===== config.mk =====
export PLATFORM = sky130hd
export DESIGN_NAME = neuron_result_writer
export DESIGN_NICKNAME = d
export VERILOG_FILES = /design/src/rtl/neuron_result_writer.sv
export SDC_FILE = /design/constraint.sdc
export NUM_CORES = 1
export LEC_CHECK = 0
export CAP_MARGIN = 10
export CORE_MARGIN = 2
export CORE_UTILIZATION = 40
export CTS_CLUSTER_DIAMETER = 30
export DETAILED_ROUTE_END_ITERATION = 8
export PLACE_DENSITY_LB_ADDON = 0.1
export SYNTH_ARGS = -nofsm -noshare
export SYNTH_HDL_FRONTEND = slang
export SYNTH_SLANG_ARGS = --single-unit

===== constraint.sdc =====
create_clock -name clk -period 4.8 [get_ports clk]
set_input_delay 0.72 -clock clk [delete_from_list [all_inputs] [get_ports clk]]
set_output_delay 0.72 -clock clk [all_outputs]
set_load 0.02 [all_outputs]

===== src/rtl/neuron_result_writer.sv =====
// Result writer: optional ReLU, small FIFO, and a req/ack drain to result memory at
// sequential addresses; pulses done once a layer has been fully written.
module neuron_result_writer #(
    parameter int DATA_W = 16,
    parameter int ADDR_W = 16,
    parameter int DEPTH  = 8,
    parameter int RELU   = 1
) (
    input  logic              clk,
    input  logic              reset,
    input  logic              start,
    input  logic [ADDR_W-1:0] base_addr,
    input  logic [15:0]       num_outputs,
    input  logic              neuron_valid,
    input  logic [DATA_W-1:0] neuron_data,
    output logic              wr_req,
    output logic [ADDR_W-1:0] wr_addr,
    output logic [DATA_W-1:0] wr_data,
    input  logic              wr_ack,
    output logic              full,
    output logic              busy,
    output logic              overflow,
    output logic              done
);

    localparam int PTR_W = $clog2(DEPTH);

    typedef enum logic [1:0] {IDLE, RUN, DRAIN, FIN} state_t;

    state_t              state;
    logic [ADDR_W-1:0]   base_q;
    logic [15:0]         num_q;
    logic [15:0]         in_cnt;
    logic [PTR_W-1:0]    wr_ptr;
    logic [PTR_W-1:0]    rd_ptr;
    logic [PTR_W:0]      count;
    logic [ADDR_W-1:0]   fifo_addr [DEPTH];
    logic [DATA_W-1:0]   fifo_data [DEPTH];

    logic                fifo_empty;
    logic                fifo_full;
    logic                push;
    logic                pop;
    logic [DATA_W-1:0]   act_data;
    logic [ADDR_W-1:0]   push_addr;

    always_comb begin
        fifo_empty = (count == '0);
        fifo_full  = (count == (PTR_W+1)'(DEPTH));
        // full is judged on the registered occupancy, so a same-cycle pop cannot rescue a push
        push       = (state == RUN) && neuron_valid && !fifo_full;
        pop        = ((state == RUN) || (state == DRAIN)) && !fifo_empty && wr_ack;
        act_data   = ((RELU != 0) && neuron_data[DATA_W-1]) ? '0 : neuron_data;
        push_addr  = base_q + ADDR_W'(in_cnt);
    end

    assign wr_req  = !fifo_empty;
    assign wr_addr = fifo_empty ? '0 : fifo_addr[rd_ptr];
    assign wr_data = fifo_empty ? '0 : fifo_data[rd_ptr];
    assign full    = fifo_full;

    always_ff @(posedge clk) begin
        if (push) begin
            fifo_addr[wr_ptr] <= push_addr;
            fifo_data[wr_ptr] <= act_data;
        end
    end

    always_ff @(posedge clk) begin
        if (!reset) begin
            state    <= IDLE;
            base_q   <= '0;
            num_q    <= '0;
            in_cnt   <= '0;
            wr_ptr   <= '0;
            rd_ptr   <= '0;
            count    <= '0;
            overflow <= 1'b0;
            busy     <= 1'b0;
            done     <= 1'b0;
        end else begin
            if (push) wr_ptr <= wr_ptr + 1'b1;
            if (pop)  rd_ptr <= rd_ptr + 1'b1;
            if (push && !pop)      count <= count + 1'b1;
            else if (!push && pop) count <= count - 1'b1;

            case (state)
                IDLE: begin
                    if (start) begin
                        base_q   <= base_addr;
                        num_q    <= num_outputs;
                        in_cnt   <= '0;
                        overflow <= 1'b0;
                        busy     <= 1'b1;
                        if (num_outputs == '0) begin
                            state <= FIN;
                            done  <= 1'b1;
                        end else begin
                            state <= RUN;
                        end
                    end
                end
                RUN: begin
                    if (neuron_valid) begin
                        // dropped values still consume a slot so later addresses stay aligned
                        if (fifo_full) overflow <= 1'b1;
                        in_cnt <= in_cnt + 16'd1;
                        if (in_cnt + 16'd1 == num_q) state <= DRAIN;
                    end
                end
                DRAIN: begin
                    if (fifo_empty) begin
                        state <= FIN;
                        done  <= 1'b1;
                    end
                end
                FIN: begin
                    state <= IDLE;
                    done  <= 1'b0;
                    busy  <= 1'b0;
                end
                default: state <= IDLE;
            endcase
        end
    end

endmodule


==> impl_metrics.csv, run 1 <==
group,metric,value,unit
outcome,status,"complete, no violations",
global_route,grt_pass1_wl,46400,um
synthesis,yosysUniqueCellTypes,58,
timing,relSlewSlack,27.0,%
layout,fin_area,17200,um2
synthesis,synth_top_area_share,55.2,%
timing,tightest_slew,1.09,ns
layout,stdcell_count,1562,
die,rows,67,
synthesis,yosysSeqAreaShare,65.0,%
cts,hold_buffers,0,
layout,final-seq-area,8770,um2
placement,dpl.cell_count,1434,
pwr,power.density,553,nW/um2
cts,worstSkewPairLatency,0.56,ns
worst_setup_path,arrival,3.02,ns
pwr,ir_drop,0.270,mV
cts,htree_levels,3,
layout,layout_common_cells,"248 x edfxtp_1, 94 x nand2_1, 88 x clkdlybuf4s50_1",
timing,hold_viol_final,0,
cts,ctsResizeCount,0,
layout,drive_above_1_share,19.7,%
placement,placed_cell_area,14900,um2
worst_setup_path,cp.required,4.08,ns
timing,min_period,3.74,ns
timing,slew_violations,0,
run,maxCapViolCount,0,
timing,grt_setup_unrepaired,"false",
layout,n_antenna_cell,0,
cts,numCtsBuffers,70,
cts,path_clk_slew,0.04,ns
synthesis,synth_warnings,0,
min_path,min-delay-start,"base_q[14]",
die,die-area,35200,um2
layout,layout.nets,1138,
global_route,grt_pass1_vias,8323,
pwr,p_leak,0.00582,uW
synthesis,synth_cells,931,
global_route,antenna_found_initial,0,
layout,final_common_cell,"edfxtp_1",
synthesis,synth_area_leaders,"edfxtp_1 55%, mux4_2 10%, dfxtp_1 9.8%, mux2i_1 2.7%, nand2_1 2.6%",
die,pin_count,90,
die,core_region_area,33400,um2
synthesis,synth_edf_count,248,
drt,drtIter0Drc,445,
synthesis,async_flop_share,0,%
synthesis,synth_ff_type,"edfxtp_1",
cts,clock_path_buffers,3,
worst_setup_path,startpoint_type,"register",
drt,route.vias.total,7932,
worst_setup_path,cp-end-kind,"output pin",
global_route,grt_max_degree,63,
cts,clockRootBuffer,"clkbuf_16",
drt,drc,0,
die,initial_core_util,40.4,%
synthesis,avgSynthCellArea,14.5,um2
min_path,worstHoldPathType,"reg2reg",
timing,fin_skew,0.0251,ns
layout,fill_cells,2905,
placement,routabilityCongestion,0.770,
timing,tns,0,ns
worst_setup_path,r2r-start,"in_cnt[2]",
synthesis,synth_area,13500,um2
worst_setup_path,crit_fanout,26,
timing,finalCritPeriodShare,77.9,%
drt,wirelength,29700,um
timing,setup_violations,0,
drt,vias_per_cell,5.08,
die,die_width,188,um
cts,post_cts_buffers,0,
cts,cts_sinks,314,
synthesis,synth_nets,1011,
drt,post_drt_wl_per_cell,19.0,um
die,die_y,188,um
drt,dr.pass1.iters,4,
layout,area_growth,27.6,%
timing,max_freq,267,MHz
worst_setup_path,path_class,"reg2out",
global_route,grt.total_usage,17.2,%
placement,portBuffers,88,
layout,final_util,51.6,%
synthesis,synth.largest_area_cell,"edfxtp_1",
cts,cts_tree,"done",
synthesis,yosys_register_bits,314,
global_route,overflow,0,
drt,ant_nets,0,
placement,hpwl,17700,um
layout,multi_input_area,4510,um2
==> cell usage after synthesis, types with 2 or more instances <==
cell and instances:
or3_1 2, nand3_2 2, nand4_1 3, nor2_1 87, fa_1 2, buf_4 3, buf_1 2, xnor2_1 29
a21oi_1 63, nor4b_1 3, nand2b_1 6, nand2_1 94, nor4_4 2, o21a_1 3, nand3b_1 2, nand4b_1 2
mux4_2 62, mux2i_1 36, inv_1 14, o31ai_1 3, a2111oi_0 2, or2_2 5, ha_1 25, clkbuf_1 33
nand3_1 8, nor4_1 7, nor4_2 3, nor3_1 13, dfxtp_1 66, nor2b_1 19, a21o_1 5, buf_2 13
o21ai_0 24, and3_1 2, a22oi_1 4, xor2_1 12, edfxtp_1 248, or4_1 2
==> layout make-up <==
| type | count | share of cell area [%] |
|---|---|---|
| Sequential cell | 314 | 51.0 |
| Multi-Input combinational cell | 551 | 26.2 |
| Clock buffer | 91 | 11.1 |
| Timing Repair Buffer | 106 | 5.98 |
| Tap cell | 448 | 3.26 |
| Clock inverter | 37 | 2.15 |
| Inverter | 15 | 0.327 |
==> worst max-delay path, cell delays in order, from the launching register on <==
cell and delay [ns]:
dfxtp_4 0.70, buf_4 0.39, mux4_2 0.53, mux2i_1 0.17, nor2_1 0.09, clkdlybuf4s50_1 0.57
==> worst paths after layout <==
kind	end	slack, ns	cells past startpoint
max	wr_addr[1]	1.06	5
min	base_q[14]	0.46	2
max reg2reg	fifo_addr[0][15]	1.69	8
min reg2reg	base_q[14]	0.46	2
==> state kept, by name, summed over array words and instances, names as in the netlist, named ones only <==
name / count
fifo_addr: 128
overflow: 1
fifo_data: 120
in_cnt: 16
done: 1
wr_ptr: 3
rd_ptr: 3
busy: 1
count: 4
base_q: 16
num_q: 16
state: 2
==> through the flow <==
| stage | total power (uW) | setup WS (ns) | hold WS [ns] |
|---|---|---|---|
| global route | 9930 | 0.809 | 0.485 |
| CTS | 9650 | 0.944 | 0.463 |
| finish | 9520 | 1.06 | 0.459 |
| detailed placement | 5100 | 1.49 | 0.455 |
| floorplan | 4370 | 1.00 | 0.441 |
| global placement | 5100 | 1.54 | 0.453 |
==> kinds of logic after synthesis <==
| kind of cell | count (synthesis) | share of synthesized area, % |
|---|---|---|
| flip-flops | 314 | 65.0 |
| AND/OR/NAND/NOR | 266 | 9.51 |
| AO/OA/AOI/OAI | 117 | 5.02 |
| multiplexers | 99 | 13.1 |
| buffers and inverters | 66 | 2.04 |
| XOR/XNOR | 41 | 2.66 |
| adder cells (fa/ha/maj) | 27 | 2.62 |
| other | 1 | 0.0278 |
==> per-layer routing <==
| layer | share of wire, % | global-route usage (%) | wire, um |
|---|---|---|---|
| met5 | 0 | 0 | 0 |
| met1 | 44 | 22.1 | 13100 |
| met4 | 2.4 | 6.27 | 724 |
| met2 | 50 | 28.9 | 14700 |
| met3 | 4.0 | 3.48 | 1180 |
==> where the power goes <==
part / total (uW) / switching, uW / leakage, uW / internal, uW
clock: 4510 / 1470 / 0.00110 / 3030
sequential: 3220 / 115 / 0.00282 / 3110
combinational: 1790 / 983 / 0.00191 / 810
Note: power is estimated with default switching activity, not from simulation.
==> inputs of run 2 (changes only) <==
Clock period 4.8 ns to 3.8 ns, I/O delays scaled along.
==> impl_metrics.csv, run 2 (same netlist as run 1, synthesis figures left out) <==
group,metric,value,unit
layout,layout_common_cells,"248 x edfxtp_1, 94 x nand2_1, 88 x clkdlybuf4s50_1",
die,initial_core_util,40.4,%
timing,relSlewSlack,44.0,%
layout,drive_above_1_share,20.4,%
layout,area_growth,29.5,%
cts,hold_buffers,0,
timing,hold_viol_final,0,
drt,drtIter0Drc,343,
worst_setup_path,critical-path-max-stage-delay,0.70,ns
drt,route.met2.wl,14300,um
global_route,grt_max_degree,63,
min_path,worstHoldPathType,"reg2reg",
pwr,ir_drop,0.360,mV
drt,dr.pass1.iters,5,
outcome,status,"complete, no violations",
drt,route.vias.total,7977,
timing,finalCritPeriodShare,90.7,%
placement,hpwl,17300,um
global_route,grt_pass1_wl,46300,um
drt,met3_length,1400,um
pwr,p_leak,0.00592,uW
timing,max_freq,290,MHz
layout,reg.largest.list,"fifo_addr (128), fifo_data (120)",
layout,fill_cells,2870,
worst_setup_path,slowest_stage,"dfxtp_4",
die,core_region_area,33400,um2
layout,final_common_cell,"edfxtp_1",
worst_setup_path,crit_fanout,27,
layout,final-seq-area,8770,um2
die,die_width,188,um
cts,clockRootBuffer,"clkbuf_16",
die,pin_count,90,
layout,multi_input_area,4510,um2
worst_setup_path,cp-end-kind,"output pin",
die,rows,67,
drt,drc,0,
global_route,grt.total_usage,17.1,%
layout,largest_reg_flops,128,
timing,post-route-worst-setup-slack,0.355,ns
pwr,power.density,712,nW/um2
timing,tns,0,ns
timing,slew_violations,0,
global_route,overflow,0,
worst_setup_path,startpoint_type,"register",
drt,ant_nets,0,
global_route,antenna_found_initial,0,
timing,tightest_slew,0.837,ns
cts,cts_tree,"done",
placement,pre_cts_slack,0.661,ns
cts,numCtsBuffers,72,
drt,top_layer_used,"met4",
drt,wirelength,29500,um
cts,path_clk_slew,0.05,ns
timing,fin_skew,0.0145,ns
drt,post_drt_wl_per_cell,18.8,um
placement,portBuffers,88,
timing,min_period,3.45,ns
cts,cts_sinks,314,
cts,post_cts_buffers,0,
cts,ctsResizeCount,0,
drt,vias_per_cell,5.08,
die,die-area,35200,um2
worst_setup_path,path_class,"reg2out",
worst_setup_path,cp.required,3.23,ns
timing,setup_violations,0,
layout,n_antenna_cell,0,
placement,routabilityCongestion,0.762,
layout,largest_register,"fifo_addr",
die,die_y,188,um
cts,worstSkewPairLatency,0.56,ns
cts,htree_levels,3,
layout,layout.nets,1144,
drt,wl_met1,13400,um
layout,final_util,52.4,%
global_route,grt_pass1_vias,8306,
worst_setup_path,arrival,2.88,ns
timing,grt_setup_unrepaired,"false",
worst_setup_path,path_cells,"buf_12 > mux4_2 > mux2i_1 > nor2_1 > clkdlybuf4s50_1",
cts,clock_path_buffers,3,
run,maxCapViolCount,0,
## run 2: cell types whose count changed in the layout (fill, tap and decap cells not counted), sizes merged
cell,previous run,this run
clkinv,19,28
bufinv,4,8
clkbuf,91,82
inv,21,18
buf,18,22
clkinvlp,8,11
## run 2: path summary, 6_finish.rpt
path	depth (start not counted)	end	from	slack [ns]
max reg2reg	10	fifo_addr[4][12]	in_cnt[0]	0.65
min reg2reg	2	base_q[4]	base_q[4]	0.46
min	2	base_q[4]	base_q[4]	0.46
max	5	wr_data[12]	register	0.35
## run 2: cell type report
class	count	share of cell area, %
Sequential cell	314	50.2
Clock buffer	82	10.8
Multi-Input combinational cell	551	25.8
Timing Repair Buffer	110	6.27
Inverter	15	0.322
Clock inverter	50	3.42
Tap cell	448	3.21
## run 2: per-layer routing
metal / up-vias / track usage [%]
met5: - / 0
met4: 0 / 5.91
met3: 48 / 3.29
met2: 175 / 28.7
met1: 3943 / 22.2
li1: 3811 / -
## run 2: report_power, final
| group | switching (uW) | internal [uW] |
|---|---|---|
| Sequential | 142 | 3930 |
| Combinational | 1240 | 1040 |
| Clock | 1970 | 4130 |
| Total | 3350 | 9090 |
## run 2: stage by stage
step / instances / hold WS, ns / total power (uW) / cell area, um2
floorplan: 931 / 0.441 / 5510 / 13500
global placement: 1438 / 0.449 / 6450 / 15000
detailed placement: 1438 / 0.454 / 6460 / 15000
CTS: 1570 / 0.462 / 12600 / 17500
global route: 1570 / 0.475 / 13000 / 17500
finish: 1570 / 0.460 / 12400 / 17500
## run 2: worst max-delay path: cells and delay by family, from the launching register on
kind                   cells  cell delay, ns
buffers and inverters      2            0.82
multiplexers               2            0.72
flip-flops                 1            0.70
AND/OR/NAND/NOR            1            0.07
